--- src/rtl/sha2_block_engine_if.sv ---
// Block-level handshake between a SHA-2 driver (padding/sequencing) and the compression engine.
interface sha2_block_engine_if;
    logic         start;
    logic         first;
    logic         mode;
    logic [31:0]  w_data;
    logic         w_valid;
    logic         w_ready;
    logic         busy;
    logic         done;
    logic         digest_valid;
    logic [255:0] digest;

    modport master (
        output start, first, mode, w_data, w_valid,
        input  w_ready, busy, done, digest_valid, digest
    );

    modport slave (
        input  start, first, mode, w_data, w_valid,
        output w_ready, busy, done, digest_valid, digest
    );
endinterface

--- src/rtl/sha2_block_engine.sv ---
// SHA-224/SHA-256 compression engine: streams one pre-padded block, runs 64 rounds
// ROUNDS_PER_CYCLE at a time, folds the result into the chaining value.
module sha2_block_engine #(
    parameter int unsigned ROUNDS_PER_CYCLE = 1
) (
    input  logic                clk,
    input  logic                reset,
    sha2_block_engine_if.slave  bus
);

    localparam int unsigned WORD_W   = 32;
    localparam int unsigned N_ROUNDS = 64;
    localparam int unsigned CNT_W    = 4;
    localparam int unsigned RND_W    = 6;

    typedef enum logic [2:0] {
        S_IDLE,
        S_LOAD,
        S_ROUND,
        S_ADD,
        S_DONE
    } state_e;

    localparam logic [WORD_W-1:0] KVALS [N_ROUNDS] = '{
        32'h428a2f98, 32'h71374491, 32'hb5c0fbcf, 32'he9b5dba5,
        32'h3956c25b, 32'h59f111f1, 32'h923f82a4, 32'hab1c5ed5,
        32'hd807aa98, 32'h12835b01, 32'h243185be, 32'h550c7dc3,
        32'h72be5d74, 32'h80deb1fe, 32'h9bdc06a7, 32'hc19bf174,
        32'he49b69c1, 32'hefbe4786, 32'h0fc19dc6, 32'h240ca1cc,
        32'h2de92c6f, 32'h4a7484aa, 32'h5cb0a9dc, 32'h76f988da,
        32'h983e5152, 32'ha831c66d, 32'hb00327c8, 32'hbf597fc7,
        32'hc6e00bf3, 32'hd5a79147, 32'h06ca6351, 32'h14292967,
        32'h27b70a85, 32'h2e1b2138, 32'h4d2c6dfc, 32'h53380d13,
        32'h650a7354, 32'h766a0abb, 32'h81c2c92e, 32'h92722c85,
        32'ha2bfe8a1, 32'ha81a664b, 32'hc24b8b70, 32'hc76c51a3,
        32'hd192e819, 32'hd6990624, 32'hf40e3585, 32'h106aa070,
        32'h19a4c116, 32'h1e376c08, 32'h2748774c, 32'h34b0bcb5,
        32'h391c0cb3, 32'h4ed8aa4a, 32'h5b9cca4f, 32'h682e6ff3,
        32'h748f82ee, 32'h78a5636f, 32'h84c87814, 32'h8cc70208,
        32'h90befffa, 32'ha4506ceb, 32'hbef9a3f7, 32'hc67178f2
    };

    localparam logic [WORD_W-1:0] IV256 [8] = '{
        32'h6a09e667, 32'hbb67ae85, 32'h3c6ef372, 32'ha54ff53a,
        32'h510e527f, 32'h9b05688c, 32'h1f83d9ab, 32'h5be0cd19
    };

    localparam logic [WORD_W-1:0] IV224 [8] = '{
        32'hc1059ed8, 32'h367cd507, 32'h3070dd17, 32'hf70e5939,
        32'hffc00b31, 32'h68581511, 32'h64f98fa7, 32'hbefa4fa4
    };

    function automatic logic [WORD_W-1:0] rotr(input logic [WORD_W-1:0] x, input int unsigned n);
        return (x >> n) | (x << (WORD_W - n));
    endfunction

    function automatic logic [WORD_W-1:0] bsig0(input logic [WORD_W-1:0] x);
        return rotr(x, 2) ^ rotr(x, 13) ^ rotr(x, 22);
    endfunction

    function automatic logic [WORD_W-1:0] bsig1(input logic [WORD_W-1:0] x);
        return rotr(x, 6) ^ rotr(x, 11) ^ rotr(x, 25);
    endfunction

    function automatic logic [WORD_W-1:0] ssig0(input logic [WORD_W-1:0] x);
        return rotr(x, 7) ^ rotr(x, 18) ^ (x >> 3);
    endfunction

    function automatic logic [WORD_W-1:0] ssig1(input logic [WORD_W-1:0] x);
        return rotr(x, 17) ^ rotr(x, 19) ^ (x >> 10);
    endfunction

    function automatic logic [WORD_W-1:0] ch(input logic [WORD_W-1:0] e, input logic [WORD_W-1:0] f,
                                             input logic [WORD_W-1:0] g);
        return (e & f) ^ (~e & g);
    endfunction

    function automatic logic [WORD_W-1:0] maj(input logic [WORD_W-1:0] a, input logic [WORD_W-1:0] b,
                                              input logic [WORD_W-1:0] c);
        return (a & b) ^ (a & c) ^ (b & c);
    endfunction

    state_e                   state_q, state_d;
    logic                     mode_q, mode_d;
    logic [CNT_W-1:0]         cnt_q, cnt_d;
    logic [RND_W-1:0]         round_q, round_d;
    logic [7:0][WORD_W-1:0]   h_q, h_d;        // index 0 = H0
    logic [7:0][WORD_W-1:0]   work_q, work_d;  // index 0 = a .. 7 = h
    logic [15:0][WORD_W-1:0]  w_q, w_d;        // w_q[0] = W[t]
    logic [255:0]             digest_q, digest_d;
    logic                     dv_q, dv_d;
    logic                     busy_q, w_ready_q, done_q;

    // Combinational round chain scratch
    logic [15:0][WORD_W-1:0]  wv;
    logic [7:0][WORD_W-1:0]   st;
    logic [WORD_W-1:0]        t1, t2, nw;
    logic [RND_W-1:0]         ridx;

    assign bus.w_ready      = w_ready_q;
    assign bus.busy         = busy_q;
    assign bus.done         = done_q;
    assign bus.digest_valid = dv_q;
    assign bus.digest       = digest_q;

    always_comb begin
        state_d  = state_q;
        mode_d   = mode_q;
        cnt_d    = cnt_q;
        round_d  = round_q;
        h_d      = h_q;
        work_d   = work_q;
        w_d      = w_q;
        digest_d = digest_q;
        dv_d     = dv_q;
        wv       = w_q;
        st       = work_q;
        t1       = '0;
        t2       = '0;
        nw       = '0;
        ridx     = round_q;

        // R chained rounds; the window always produces W[t+16] so early rounds need no special case
        for (int r = 0; r < int'(ROUNDS_PER_CYCLE); r++) begin
            ridx = round_q + RND_W'(r);
            t1   = st[7] + bsig1(st[4]) + ch(st[4], st[5], st[6]) + KVALS[ridx] + wv[0];
            t2   = bsig0(st[0]) + maj(st[0], st[1], st[2]);
            nw   = ssig1(wv[14]) + wv[9] + ssig0(wv[1]) + wv[0];
            st   = {st[6:0], t1 + t2};
            st[4] = st[4] + t1;
            wv   = {nw, wv[15:1]};
        end

        unique case (state_q)
            S_IDLE: begin
                if (bus.start) begin
                    if (bus.first) begin
                        mode_d = bus.mode;
                        for (int i = 0; i < 8; i++) begin
                            h_d[i] = bus.mode ? IV224[i] : IV256[i];
                        end
                    end
                    work_d  = h_d;
                    cnt_d   = '0;
                    round_d = '0;
                    dv_d    = 1'b0;
                    state_d = S_LOAD;
                end
            end
            S_LOAD: begin
                if (bus.w_valid && w_ready_q) begin
                    w_d[cnt_q] = bus.w_data;
                    cnt_d      = cnt_q + CNT_W'(1);
                    if (cnt_q == CNT_W'(15)) begin
                        state_d = S_ROUND;
                    end
                end
            end
            S_ROUND: begin
                work_d  = st;
                w_d     = wv;
                round_d = round_q + RND_W'(ROUNDS_PER_CYCLE);
                if (round_q == RND_W'(N_ROUNDS - ROUNDS_PER_CYCLE)) begin
                    state_d = S_ADD;
                end
            end
            S_ADD: begin
                // Digest is loaded alongside H so it is valid in the same cycle done pulses
                for (int i = 0; i < 8; i++) begin
                    h_d[i] = h_q[i] + work_q[i];
                    digest_d[255 - 32*i -: 32] = h_d[i];
                end
                if (mode_q) begin
                    digest_d[31:0] = '0;
                end
                dv_d    = 1'b1;
                state_d = S_DONE;
            end
            S_DONE: begin
                state_d = S_IDLE;
            end
            default: begin
                state_d = S_IDLE;
            end
        endcase
    end

    always_ff @(posedge clk) begin
        if (reset) begin
            state_q   <= S_IDLE;
            mode_q    <= 1'b0;
            cnt_q     <= '0;
            round_q   <= '0;
            h_q       <= '0;
            work_q    <= '0;
            w_q       <= '0;
            digest_q  <= '0;
            dv_q      <= 1'b0;
            busy_q    <= 1'b0;
            w_ready_q <= 1'b0;
            done_q    <= 1'b0;
        end else begin
            state_q   <= state_d;
            mode_q    <= mode_d;
            cnt_q     <= cnt_d;
            round_q   <= round_d;
            h_q       <= h_d;
            work_q    <= work_d;
            w_q       <= w_d;
            digest_q  <= digest_d;
            dv_q      <= dv_d;
            busy_q    <= (state_d != S_IDLE);
            w_ready_q <= (state_d == S_LOAD);
            done_q    <= (state_d == S_DONE);
        end
    end

endmodule

--- src/flat_wrapper.sv ---
// flat-port wrapper written by rule: the top's interface ports become plain ports
module sha2_block_engine_flat 
#(
    parameter int unsigned ROUNDS_PER_CYCLE = 1
)
  (clk, reset, bus_start, bus_first, bus_mode, bus_w_data, bus_w_valid, bus_w_ready, bus_busy, bus_done, bus_digest_valid, bus_digest);
  sha2_block_engine_if bus_i ();
  input  logic clk;
  input  logic reset;
  input wire logic [$bits(bus_i.start)-1:0] bus_start;
  input wire logic [$bits(bus_i.first)-1:0] bus_first;
  input wire logic [$bits(bus_i.mode)-1:0] bus_mode;
  input wire logic [$bits(bus_i.w_data)-1:0] bus_w_data;
  input wire logic [$bits(bus_i.w_valid)-1:0] bus_w_valid;
  output wire logic [$bits(bus_i.w_ready)-1:0] bus_w_ready;
  output wire logic [$bits(bus_i.busy)-1:0] bus_busy;
  output wire logic [$bits(bus_i.done)-1:0] bus_done;
  output wire logic [$bits(bus_i.digest_valid)-1:0] bus_digest_valid;
  output wire logic [$bits(bus_i.digest)-1:0] bus_digest;
  assign bus_i.start = bus_start;
  assign bus_i.first = bus_first;
  assign bus_i.mode = bus_mode;
  assign bus_i.w_data = bus_w_data;
  assign bus_i.w_valid = bus_w_valid;
  assign bus_w_ready = bus_i.w_ready;
  assign bus_busy = bus_i.busy;
  assign bus_done = bus_i.done;
  assign bus_digest_valid = bus_i.digest_valid;
  assign bus_digest = bus_i.digest;
  sha2_block_engine #(.ROUNDS_PER_CYCLE(ROUNDS_PER_CYCLE)) u_core (.clk(clk), .reset(reset), .bus(bus_i));
endmodule
--- config.mk ---
export PLATFORM = sky130hd
export DESIGN_NAME = sha2_block_engine_flat
export DESIGN_NICKNAME = d
export VERILOG_FILES = /design/src/rtl/sha2_block_engine_if.sv /design/src/rtl/sha2_block_engine.sv /design/src/flat_wrapper.sv
export SDC_FILE = /design/constraint.sdc
export NUM_CORES = 2
export LEC_CHECK = 0
export CORE_MARGIN = 2
export CORE_UTILIZATION = 42
export DETAILED_ROUTE_END_ITERATION = 6
export PLACE_DENSITY = 0.58
export SYNTH_ARGS = -nofsm -noshare
export SYNTH_HDL_FRONTEND = slang
export SYNTH_SLANG_ARGS = --single-unit
--- constraint.sdc ---
create_clock -name clk -period 13.6 [get_ports clk]
set_clock_uncertainty 0.1 [all_clocks]
set_input_delay 2.72 -clock clk [delete_from_list [all_inputs] [get_ports clk]]
set_output_delay 2.72 -clock clk [all_outputs]
set_load 0.02 [all_outputs]
==> results.md <==
* Outcome: complete, no violations
* # Post-CTS Setup Buffers at 0
* R2R Setup Slk at approximately 3.3 ns
* RR Startpoint: u_core.round_q[1]$_SDFFE_PP0P_
* Flop pwr share at 0.318
* Terminating pin of the worst hold path: u_core.bus.digest[82]$_SDFFE_PP0P_
* Total gr overflow at 0
* CP startpoint: u_core.round_q[1]$_SDFFE_PP0P_
* Root Buffer: clkbuf_16
* Static leakage at 40.3 nW
* Synth unique cells at 90
* Dominant cell type by area after synthesis: dfxtp_1
* DRT iter0 DRCs at 6,925
* Number of global-route vias before repair at around 70,000
* PortBufs at ~300
* Placed Instances at 11,779
* Hold Crit Depth at 2
* Seq cells post-synth at 1,298
* Ys Warns at 0
* DP Area at 0.0843 mm²
* Share of layout cells above drive strength 1 at 0.0515
* CP Max Fanout at 27
* Clock H-tree levels at 4
* Worst-Skew Late Latency at a little under 0.9 ns
* Final period util at 0.758
* Register area share after synthesis at 0.325
* RSZ-0062 raised after global routing: false
* Comb pwr share at 0.358
* Vias per cell at 6.10
* Hold Slack at 0.341 ns
* DRC errors left at 0
* Synthesized area per cell at a little over 8 µm²
* WP data arrival at about 11 ns
* CTS tree: yes
* Final critical-path required period at 10.30 ns
* Worst Min Path Start: u_core.bus.digest[82]$_SDFFE_PP0P_
* Hold WC Path Type: reg -> reg
* Largest net degree at the start of global routing at 273
* Switching Fraction at 0.385
* CTS sink cnt at 1,298
* Top FF cell, synth: dfxtp_1
* FP Rows at 160
* Initial antenna violation count at 17
* P_int at 8.29 mW
* Core area at 0.190 mm²
* Synth area leaders: dfxtp_1, a211oi_1, mux2i_1
* Synth async-reset ratio at 0
* Max IR drop VDD at roughly 0.14 mV
* Gate Count Post-Synth at between 9,000 and 10,000
* Gpl congestion at 1.01
* Clock power frac at 0.324
* Max-Cap Viols at 0
* Worst slew pin tran at approximately 1.3 ns
* Final setup viols at 0
* Reg2Reg Depth at 38
* Starting density of the core at 0.422
* Switching pwr at 5.18 mW
* Layout area overhead at 12.1%
* Worst slew margin at 0.124
* Detail Route Antenna Nets at 0
* TritonRoute pass-1 iters at 6
* Worst Path Class, Setup: reg -> reg
* Final instance area at about 0.09 mm²
* CTS resizes at 0
* CP Capture Type: flop
* Largest stage delay, worst path at 0.79 ns
* First-pass GRT wire length at 481,000 µm
* Post-synth top area share at 0.325
* Syn nets at 10,284
* Longest Clk Path Bufs at 3
* Vias post-DR at 73,601
* Total CTS buffers at 154
* Total Wirelength at 332,000 µm
* CTS Hold Bufs at 0
* Final Non-Filler Cells at about 12,000
* Final Net Count at 10,054
* Die ar. at 0.194 mm²
* I/O Pins at 298
* EDFF count, synth at 0
* Fmax at about 97 MHz
* Slew Viols, Final at 0
* Die height at 441 µm
* Clock-pin slew on the worst setup and hold paths at 0.06 ns
* Final Core Density at 0.473
* Mapped Area at 0.0800 mm²
* Final Hold Vio Count at 0
* CP max stage cell: ha_1
* Crit path required time at ~14 ns
* Die X at 441 µm
* Gr usage total at 0.333
* Reg2reg end: u_core.st[62]$_SDFFE_PP0P_
* Startpoint types: flop
* Post-DP HPWL at between 200,000 and 250,000 µm
* Routed len/inst at around 28 µm
* PwrDens at approximately 150 mW/mm²
* CP most frequent cell: a21o_1
* TNS Setup at 0 ns
==> registers in the layout (all words and copies together) (netlist names), 3 cells and up <==
signal,cells
u_core.st,192
u_core.cnt_q,4
u_core.h_q,256
u_core.w_q,512
u_core.bus.digest,256
u_core.state_q,3
u_core.round_q,6
u_core.work_q,64
==> through the flow <==
stage	power, mW	worst slack (ns)
3_5_place_dp	9.03	3.45
2_1_floorplan	7.46	4.73
3_3_place_gp	9.02	3.37
4_1_cts	13.4	3.41
6_report	13.5	3.30
5_1_grt	14.1	2.76
==> worst max path at each step <==
| stage | endpoint | slack (ns) | cells past startpoint |
|---|---|---|---|
| detailed placement | u_core.st[62]$_SDFFE_PP0P_ | 3.45 | 38 |
| CTS | u_core.st[62]$_SDFFE_PP0P_ | 3.41 | 38 |
| global route | u_core.st[62]$_SDFFE_PP0P_ | 2.76 | 38 |
| finish | u_core.st[62]$_SDFFE_PP0P_ | 3.30 | 38 |
| global placement | u_core.st[62]$_SDFFE_PP0P_ | 3.37 | 38 |
| floorplan | u_core.st[62]$_SDFFE_PP0P_ | 4.73 | 39 |
==> power groups by stage <==
stage               logic [mW]  registers [mW]  clock network, mW
global placement          4.68            4.35                  0
floorplan                 3.21            4.25                  0
CTS                       4.73            4.27               4.42
finish                    4.82            4.28               4.36
detailed placement        4.68            4.35                  0
global route              5.23            4.29               4.57
==> layout make-up <==
cell class	count	area, µm²
Clock inverter	66	926
Timing Repair Buffer	402	3880
Inverter	295	1110
Sequential cell	1298	26000
Clock buffer	213	4410
Antenna cell	10	25.0
Fill cell	18446	100000
Tap cell	2511	3140
Multi-Input combinational cell	7273	50200
==> critical path: cells and delay by family (launching register included) <==
family / cells / cell delay (ns)
AO/OA/AOI/OAI: 17 / 3.95
XOR/XNOR: 2 / 0.35
buffers and inverters: 4 / 0.81
adder cells (fa/ha/maj): 8 / 3.69
flip-flops: 1 / 0.30
AND/OR/NAND/NOR: 7 / 0.98
==> synthesized netlist by cell type (all sizes together) (48+ instances only) <==
master     n
a211oi   754
a21o     215
a21oi    929
a31oi     65
and3      76
buf       83
clkbuf   705
dfxtp   1298
fa       195
ha       397
inv      292
mux2i    544
nand2    655
nand2b    64
nand3    112
nor2    1304
nor2b     48
nor3     246
o211ai    68
o21a      74
o21ai    331
xnor2    402
xor2     155
==> per-layer routing <==
metal,vias up,GRT usage,part of all wire
li1,33951,-,-
met1,36104,0.448,0.43
met2,2882,0.514,0.44
met3,656,0.0576,0.073
met4,8,0.165,0.055
met5,-,0,0.00013
==> cells by family after synthesis <==
| group | count (synthesis) | share of synthesized area |
|---|---|---|
| DFF | 1298 | 0.325 |
| xor gates and xnor gates | 557 | 0.0610 |
| buffers and inverters | 1083 | 0.0508 |
| muxes | 563 | 0.0718 |
| AOI/OAI and AO/OA | 2854 | 0.234 |
| and+or+nand+nor | 2683 | 0.144 |
| adders and majority gates | 616 | 0.114 |
==> cells in the final DEF, fill, tap and decap left out, types with 36 or more instances in the layout <==
master and n:
a211oi_1 754, a21o_1 214, a21oi_1 927, a31oi_1 64
and3_1 76, buf_4 97, clkbuf_16 155, clkdlybuf4s50_1 295
dfxtp_1 1295, fa_1 195, ha_1 397, inv_1 289
mux2i_1 544, nand2_1 652, nand2b_1 64, nand3_1 100
nand4_1 37, nor2_1 1297, nor2b_1 48, nor3_1 245
o211ai_1 68, o21a_1 74, o21ai_0 325, o21bai_1 36
o22ai_1 39, or3_1 39, xnor2_1 402, xor2_1 155
Power figures use the tool's default switching activity.
